File: src/rtl/mips_pkg.sv
// Shared fetch-side constants: reset address, NOP, word size and FSM encoding.
package mips_pkg;

  localparam logic [31:0] RESET_PC_DEFAULT = 32'h0000_0000;
  localparam logic [31:0] NOP              = 32'h0000_0000;
  localparam logic [31:0] WORD_BYTES       = 32'd4;
  localparam logic [31:0] WORD_MASK        = 32'hFFFF_FFFC;

  localparam logic [1:0] ST_IDLE = 2'b00;
  localparam logic [1:0] ST_REQ  = 2'b01;
  localparam logic [1:0] ST_FULL = 2'b10;
  localparam logic [1:0] ST_DROP = 2'b11;

  function automatic logic [31:0] next_pc(input logic [31:0] pc);
    return pc + WORD_BYTES;
  endfunction

  function automatic logic [31:0] align_word(input logic [31:0] addr);
    return addr & WORD_MASK;
  endfunction

endpackage

File: src/rtl/fetch_skid_buf.sv
// One-entry skid register holding a fetched word and its pc while decode stalls.
module fetch_skid_buf
  import mips_pkg::*;
(
  input  logic        clk,
  input  logic        rst_n,
  input  logic        load,
  input  logic        unload,
  input  logic        flush,
  input  logic [31:0] load_data,
  input  logic [31:0] load_pc,
  output logic [31:0] data,
  output logic [31:0] pc,
  output logic        valid
);

  // Flush beats load so a redirect never leaves a stale entry behind.
  always_ff @(posedge clk or negedge rst_n) begin
    if (!rst_n) begin
      data  <= NOP;
      pc    <= 32'h0000_0000;
      valid <= 1'b0;
    end else if (flush) begin
      valid <= 1'b0;
    end else if (load) begin
      data  <= load_data;
      pc    <= load_pc;
      valid <= 1'b1;
    end else if (unload) begin
      valid <= 1'b0;
    end else begin
      valid <= valid;
    end
  end

endmodule

File: src/rtl/instr_fetch.sv
// Instruction fetch stage: single outstanding memory request, skid buffer
// behind the output register, and branch redirect with in-flight drop.
module instr_fetch
  import mips_pkg::*;
#(
  parameter logic [31:0] RESET_PC = RESET_PC_DEFAULT
) (
  input  logic        clk,
  input  logic        rst_n,
  output logic        imem_req,
  output logic [31:0] imem_addr,
  input  logic        imem_ack,
  input  logic [31:0] imem_rdata,
  input  logic        stall,
  input  logic        branch_taken,
  input  logic [31:0] branch_target,
  output logic [31:0] instr,
  output logic [31:0] instr_pc,
  output logic        instr_valid
);

  logic [1:0]  state_r, state_s;
  logic [31:0] pc_r, pc_s;
  logic [31:0] drop_addr_r, drop_addr_s;
  logic [31:0] instr_r, instr_s;
  logic [31:0] instr_pc_r, instr_pc_s;
  logic        valid_r, valid_s;
  logic        skid_load_s, skid_unload_s, skid_flush_s;
  logic [31:0] skid_data_s, skid_pc_s;
  logic        skid_valid_s;
  logic        ack_s, consume_s;

  assign imem_req    = (state_r == ST_REQ) || (state_r == ST_DROP);
  // DROP keeps presenting the abandoned address until memory answers it.
  assign imem_addr   = (state_r == ST_DROP) ? drop_addr_r : pc_r;
  assign ack_s       = imem_ack && imem_req;
  assign consume_s   = valid_r && !stall;
  assign instr       = instr_r;
  assign instr_pc    = instr_pc_r;
  assign instr_valid = valid_r;

  fetch_skid_buf u_skid (
    .clk       (clk),
    .rst_n     (rst_n),
    .load      (skid_load_s),
    .unload    (skid_unload_s),
    .flush     (skid_flush_s),
    .load_data (imem_rdata),
    .load_pc   (pc_r),
    .data      (skid_data_s),
    .pc        (skid_pc_s),
    .valid     (skid_valid_s)
  );

  // Next-state logic; a redirect overrides ack, stall and consumption.
  always_comb begin
    state_s       = state_r;
    pc_s          = pc_r;
    drop_addr_s   = drop_addr_r;
    instr_s       = instr_r;
    instr_pc_s    = instr_pc_r;
    valid_s       = valid_r;
    skid_load_s   = 1'b0;
    skid_unload_s = 1'b0;
    skid_flush_s  = 1'b0;
    if (branch_taken) begin
      pc_s         = align_word(branch_target);
      valid_s      = 1'b0;
      skid_flush_s = 1'b1;
      case (state_r)
        ST_REQ: begin
          if (ack_s) begin
            state_s = ST_REQ;
          end else begin
            state_s     = ST_DROP;
            drop_addr_s = pc_r;
          end
        end
        ST_DROP: begin
          if (ack_s) state_s = ST_REQ;
          else       state_s = ST_DROP;
        end
        default: state_s = ST_REQ;
      endcase
    end else begin
      if (consume_s) valid_s = 1'b0;
      else           valid_s = valid_r;
      case (state_r)
        ST_IDLE: state_s = ST_REQ;
        ST_REQ: begin
          if (ack_s) begin
            pc_s = next_pc(pc_r);
            if (!valid_r || consume_s) begin
              instr_s    = imem_rdata;
              instr_pc_s = pc_r;
              valid_s    = 1'b1;
              state_s    = ST_REQ;
            end else begin
              skid_load_s = 1'b1;
              state_s     = ST_FULL;
            end
          end else begin
            state_s = ST_REQ;
          end
        end
        ST_FULL: begin
          if (!skid_valid_s) begin
            state_s = ST_REQ;
          end else if (consume_s) begin
            instr_s       = skid_data_s;
            instr_pc_s    = skid_pc_s;
            valid_s       = 1'b1;
            skid_unload_s = 1'b1;
            state_s       = ST_REQ;
          end else begin
            state_s = ST_FULL;
          end
        end
        ST_DROP: begin
          if (ack_s) state_s = ST_REQ;
          else       state_s = ST_DROP;
        end
        default: state_s = ST_IDLE;
      endcase
    end
  end

  // State and output registers.
  always_ff @(posedge clk or negedge rst_n) begin
    if (!rst_n) begin
      state_r     <= ST_IDLE;
      pc_r        <= RESET_PC;
      drop_addr_r <= RESET_PC;
      instr_r     <= NOP;
      instr_pc_r  <= RESET_PC;
      valid_r     <= 1'b0;
    end else begin
      state_r     <= state_s;
      pc_r        <= pc_s;
      drop_addr_r <= drop_addr_s;
      instr_r     <= instr_s;
      instr_pc_r  <= instr_pc_s;
      valid_r     <= valid_s;
    end
  end

endmodule

File: config.mk
export PLATFORM = sky130hd
export DESIGN_NAME = instr_fetch
export DESIGN_NICKNAME = d
export VERILOG_FILES = /design/src/rtl/mips_pkg.sv /design/src/rtl/fetch_skid_buf.sv /design/src/rtl/instr_fetch.sv
export SDC_FILE = /design/constraint.sdc
export NUM_CORES = 1
export LEC_CHECK = 0
export ABC_AREA = 1
export BUFFER_PORTS_ARGS = -buffer_cell sky130_fd_sc_hd__buf_4
export CAP_MARGIN = 10
export CORE_UTILIZATION = 30
export CTS_CLUSTER_SIZE = 12
export DETAILED_ROUTE_END_ITERATION = 10
export REMOVE_ABC_BUFFERS = 1
export SYNTH_ARGS = -nofsm -noshare
export SYNTH_HDL_FRONTEND = slang
export SYNTH_SLANG_ARGS = --single-unit
export TNS_END_PERCENT = 100
File: constraint.sdc
create_clock -name clk -period 3.9 [get_ports clk]
set_input_delay 0.195 -clock clk [delete_from_list [all_inputs] [get_ports clk]]
set_output_delay 0.195 -clock clk [all_outputs]
set_load 0.02 [all_outputs]
==> results summary <==
The initial antenna violation count came out at 0. The max-slew violation count came to 0. The CTS H-tree depth came out at 4.

The buffer levels on the longest clock path is 2. STA classifies the critical path endpoint as a register. The fraction of layout cells with a size suffix above 1 came out at 16.06%.

For this design the static power due to leakage is between 5 and 6 nW. The path class of the tightest hold or removal check is in -> reg. The final layout contains routed wiring with a total length of ~24000 µm. The launching element type of the critical path is a register. After detailed routing, the number of vias per cell comes to 4.548. Clock latency on the worst-skew pair, taken at its later pin, is approximately 0.44 ns. The pin slew with the least headroom to its limit is 0.8946 ns. The number of global-route vias before repair was 7529. The congestion estimate from routability-driven global placement came to 0.8413. Timing would allow up to 360.7 MHz. Global routing used 15.99% of the available tracks across all layers. The final design area excluding fillers is 11350 µm². The hold violation total from the final report is 0. The overall die area is 31170 µm².

After clock tree synthesis, the repair step resized 0 gates. The final standard cell count with taps included and fillers excluded came out at 1735. The residual overflow from global routing is 0. The initial utilization of the core area, before any placement, comes to a little under a third. The global routing usage on met3 is 2.864%. Across the VDD grid, the largest voltage drop is roughly 0.00028 V.

The run finished with clean final reports. The mean instance size in the synthesized netlist came out at about 7.7 µm². In this run the worst path has a maximum fanout of 80.

The number of nets at the end of the flow came out at 1406. The worst slew margin relative to its limit is 40.36%. The first routing iteration left 607 violations. The data required time at the worst endpoint is approximately 4.2 ns. After detailed routing, the number of remaining DRC violations is 0. The worst-case clock skew came out at 0.01931 ns. For met2 alone, demand over resource in global routing was 25.20%. The area added between synthesis and finish is 24.17%.

Setup repair after global routing left no endpoint under its margin. The final period demand of the worst path is 2.772 ns. The layer with the highest usage is met2. The final HPWL from detailed placement came out at roughly 16000 µm.

In this run, synthesis produced a sequential element count of ~190. The width of the die is 176.6 µm. The number of buffers added by the clock tree synthesis step is 17. The number of routed nets with antenna violations is 0. Clock-pin slew was measured on the worst setup and hold paths at 0.08 ns. The count of buffers inserted at the top-level ports is 160. The worst path arrival time came out at 3.07 ns. Setup violations remaining at the end of the flow were counted as 0. The count of max-cap constraint violations is 0.

The number of antenna diodes in the final layout is 0. The global-route wire length before repair is 39230 µm. The total clock sinks is 188. The critical path is of the reg -> reg type. The floorplan core area is just under 30000 µm². The die span in y is ~180 µm.

After detailed routing, the average wire length per cell comes to 13.66 µm. The cell area that synthesis handed to floorplanning was 9141 µm². Entering global routing, the biggest net connects 97 pins. The number of distinct library cells after synthesis came out at 34.

The share of the yosys chip area belonging to registers is between 50% and 60%. The met1 track demand over resource in global routing is ~22%. TritonCTS built the clock tree. The cell count after synthesis is 1187.

Once placement completed, the tool counted placed cells totaling roughly 1700. The first TritonRoute pass finished after 5 iterations. The post-CTS setup repair buffer count is 0. Of the available clock period, the critical path in the final layout requires roughly 71%. The count of hold buffers inserted by post-cts repair is 16.

For this design the ratio of total power to cell area is 633.7 nW/µm². Prior to clock tree synthesis, the placed netlist has a worst setup slack of 1.185 ns. The final critical-path setup slack came out at between 1 and 1.5 ns. For this block, the via count after detailed routing is about 7900.

The library cell used as clock root buffer is clkbuf_16. The number of warnings reported in the yosys synthesis log came out at 0. The placement-stage cell area is 10630 µm². The placement row count is 63.

Pin placement for this block handled 167 I/O pins. The final-layout worst hold slack is between 0.02 and 0.03 ns.
layer usage:
layer  part of all wire (%)  wire, µm
met5                      0         0
met4                    1.1       249
met3                    3.9       935
met2                     45     10580
met1                     50     11930
power by group:
group,internal (mW),switching [mW]
clock,0.867,0.849
combinational,0.969,1.45
sequential,2.65,0.402
total,4.49,2.70
layout by cell type (no fill, tap or decap), types with 3 or more instances in the layout:
master         instances
inv_8                  4
clkbuf_16             17
nor2_2                 3
nor2_1                42
o21bai_1               3
o221ai_1               3
o21ai_0              199
xor2_1                 4
dfrtp_1              188
inv_6                  6
nand2_1              382
buf_4                170
conb_1                 4
ha_1                   3
nand3_1               47
o211ai_1               4
nor3_1                 3
dlygate4sd3_1         16
a21oi_1                7
o21ai_1               65
o22ai_1                3
inv_1                149
cell type report:
cell class	instances	area (µm²)
inverter	152	570.5
clock buffer	19	442.9
timing repair buffer	188	1470
tap	390	488.0
multi-input combinational	785	3555
fill	3135	18450
clock inverter	13	120.1
sequential	188	4705
worst paths after layout:
kind	end	slack, ns	cells past startpoint	startpoint
max	u_skid.pc[20]	1.13	8	state_r[1]
min in group asynchronous	instr[13]	0.43	2	rst_n
max in group asynchronous	u_skid.pc[8]	2.59	3	rst_n
max reg2reg	u_skid.pc[20]	1.13	8	state_r[1]
min reg2reg	drop_addr_r[7]	0.49	2	drop_addr_r[7]
min	pc_r[6]	0.03	3	branch_target[6]
logic make-up after synthesis:
group / count (synthesis) / synth area share [%]
and+or+nand+nor: 483 / 20.94
DFF: 188 / 51.46
AOI/OAI and AO/OA: 288 / 16.40
other: 1 / 0.04102
adders and majority gates: 5 / 0.6844
buffers and inverters: 217 / 9.992
xor gates and xnor gates: 5 / 0.4790
metrics by stage:
| stage | power (mW) | utilization, % | TNS, ns |
|---|---|---|---|
| 2_1_floorplan | 4.453 | - | -87.42 |
| 3_3_place_gp | 5.473 | 35.67 | 0 |
| 6_report | 7.193 | 38.10 | 0 |
| 5_1_grt | 7.731 | 38.10 | 0 |
| 4_1_cts | 7.308 | 38.10 | 0 |
| 3_5_place_dp | 5.531 | 35.67 | 0 |
cells in the mapped netlist (all sizes together):
| cell type | count | area [µm²] |
|---|---|---|
| o21bai | 3 | 22.52 |
| inv | 151 | 566.8 |
| nand2 | 382 | 1434 |
| ha | 5 | 62.56 |
| a31oi | 1 | 6.260 |
| a32o | 1 | 10.01 |
| o221ai | 3 | 26.28 |
| a211oi | 1 | 20.02 |
| clkbuf | 32 | 120.1 |
| nor3 | 3 | 15.01 |
| and2 | 1 | 6.260 |
| o211ai | 4 | 30.03 |
| buf | 33 | 222.7 |
| o22ai | 3 | 18.77 |
| nand3 | 49 | 257.8 |
| xor2 | 4 | 35.03 |
| xnor2 | 1 | 8.760 |
| or2 | 1 | 6.260 |
| o21ai | 265 | 1330 |
| conb | 1 | 3.750 |
| a21oi | 7 | 35.03 |
| clkinv | 1 | 3.750 |
| nor3b | 1 | 7.510 |
| dfrtp | 188 | 4705 |
| nor2 | 46 | 187.7 |
worst max-delay path: stages, from the launching register on:
cell     delay [ns]
dfrtp_1        0.43
inv_1          0.09
ha_1           0.29
nand2_1        0.19
inv_2          0.24
nand3_4        0.68
buf_4          0.51
nand2_1        0.08
o21ai_0        0.08
flip-flops by register name, indices dropped and copies added (netlist names):
name	cells
drop_addr_r	30
instr	32
instr_pc	30
instr_valid	1
pc_r	30
state_r	2
u_skid.data	32
u_skid.pc	30
u_skid.valid	1
Power figures use the tool's default switching activity.
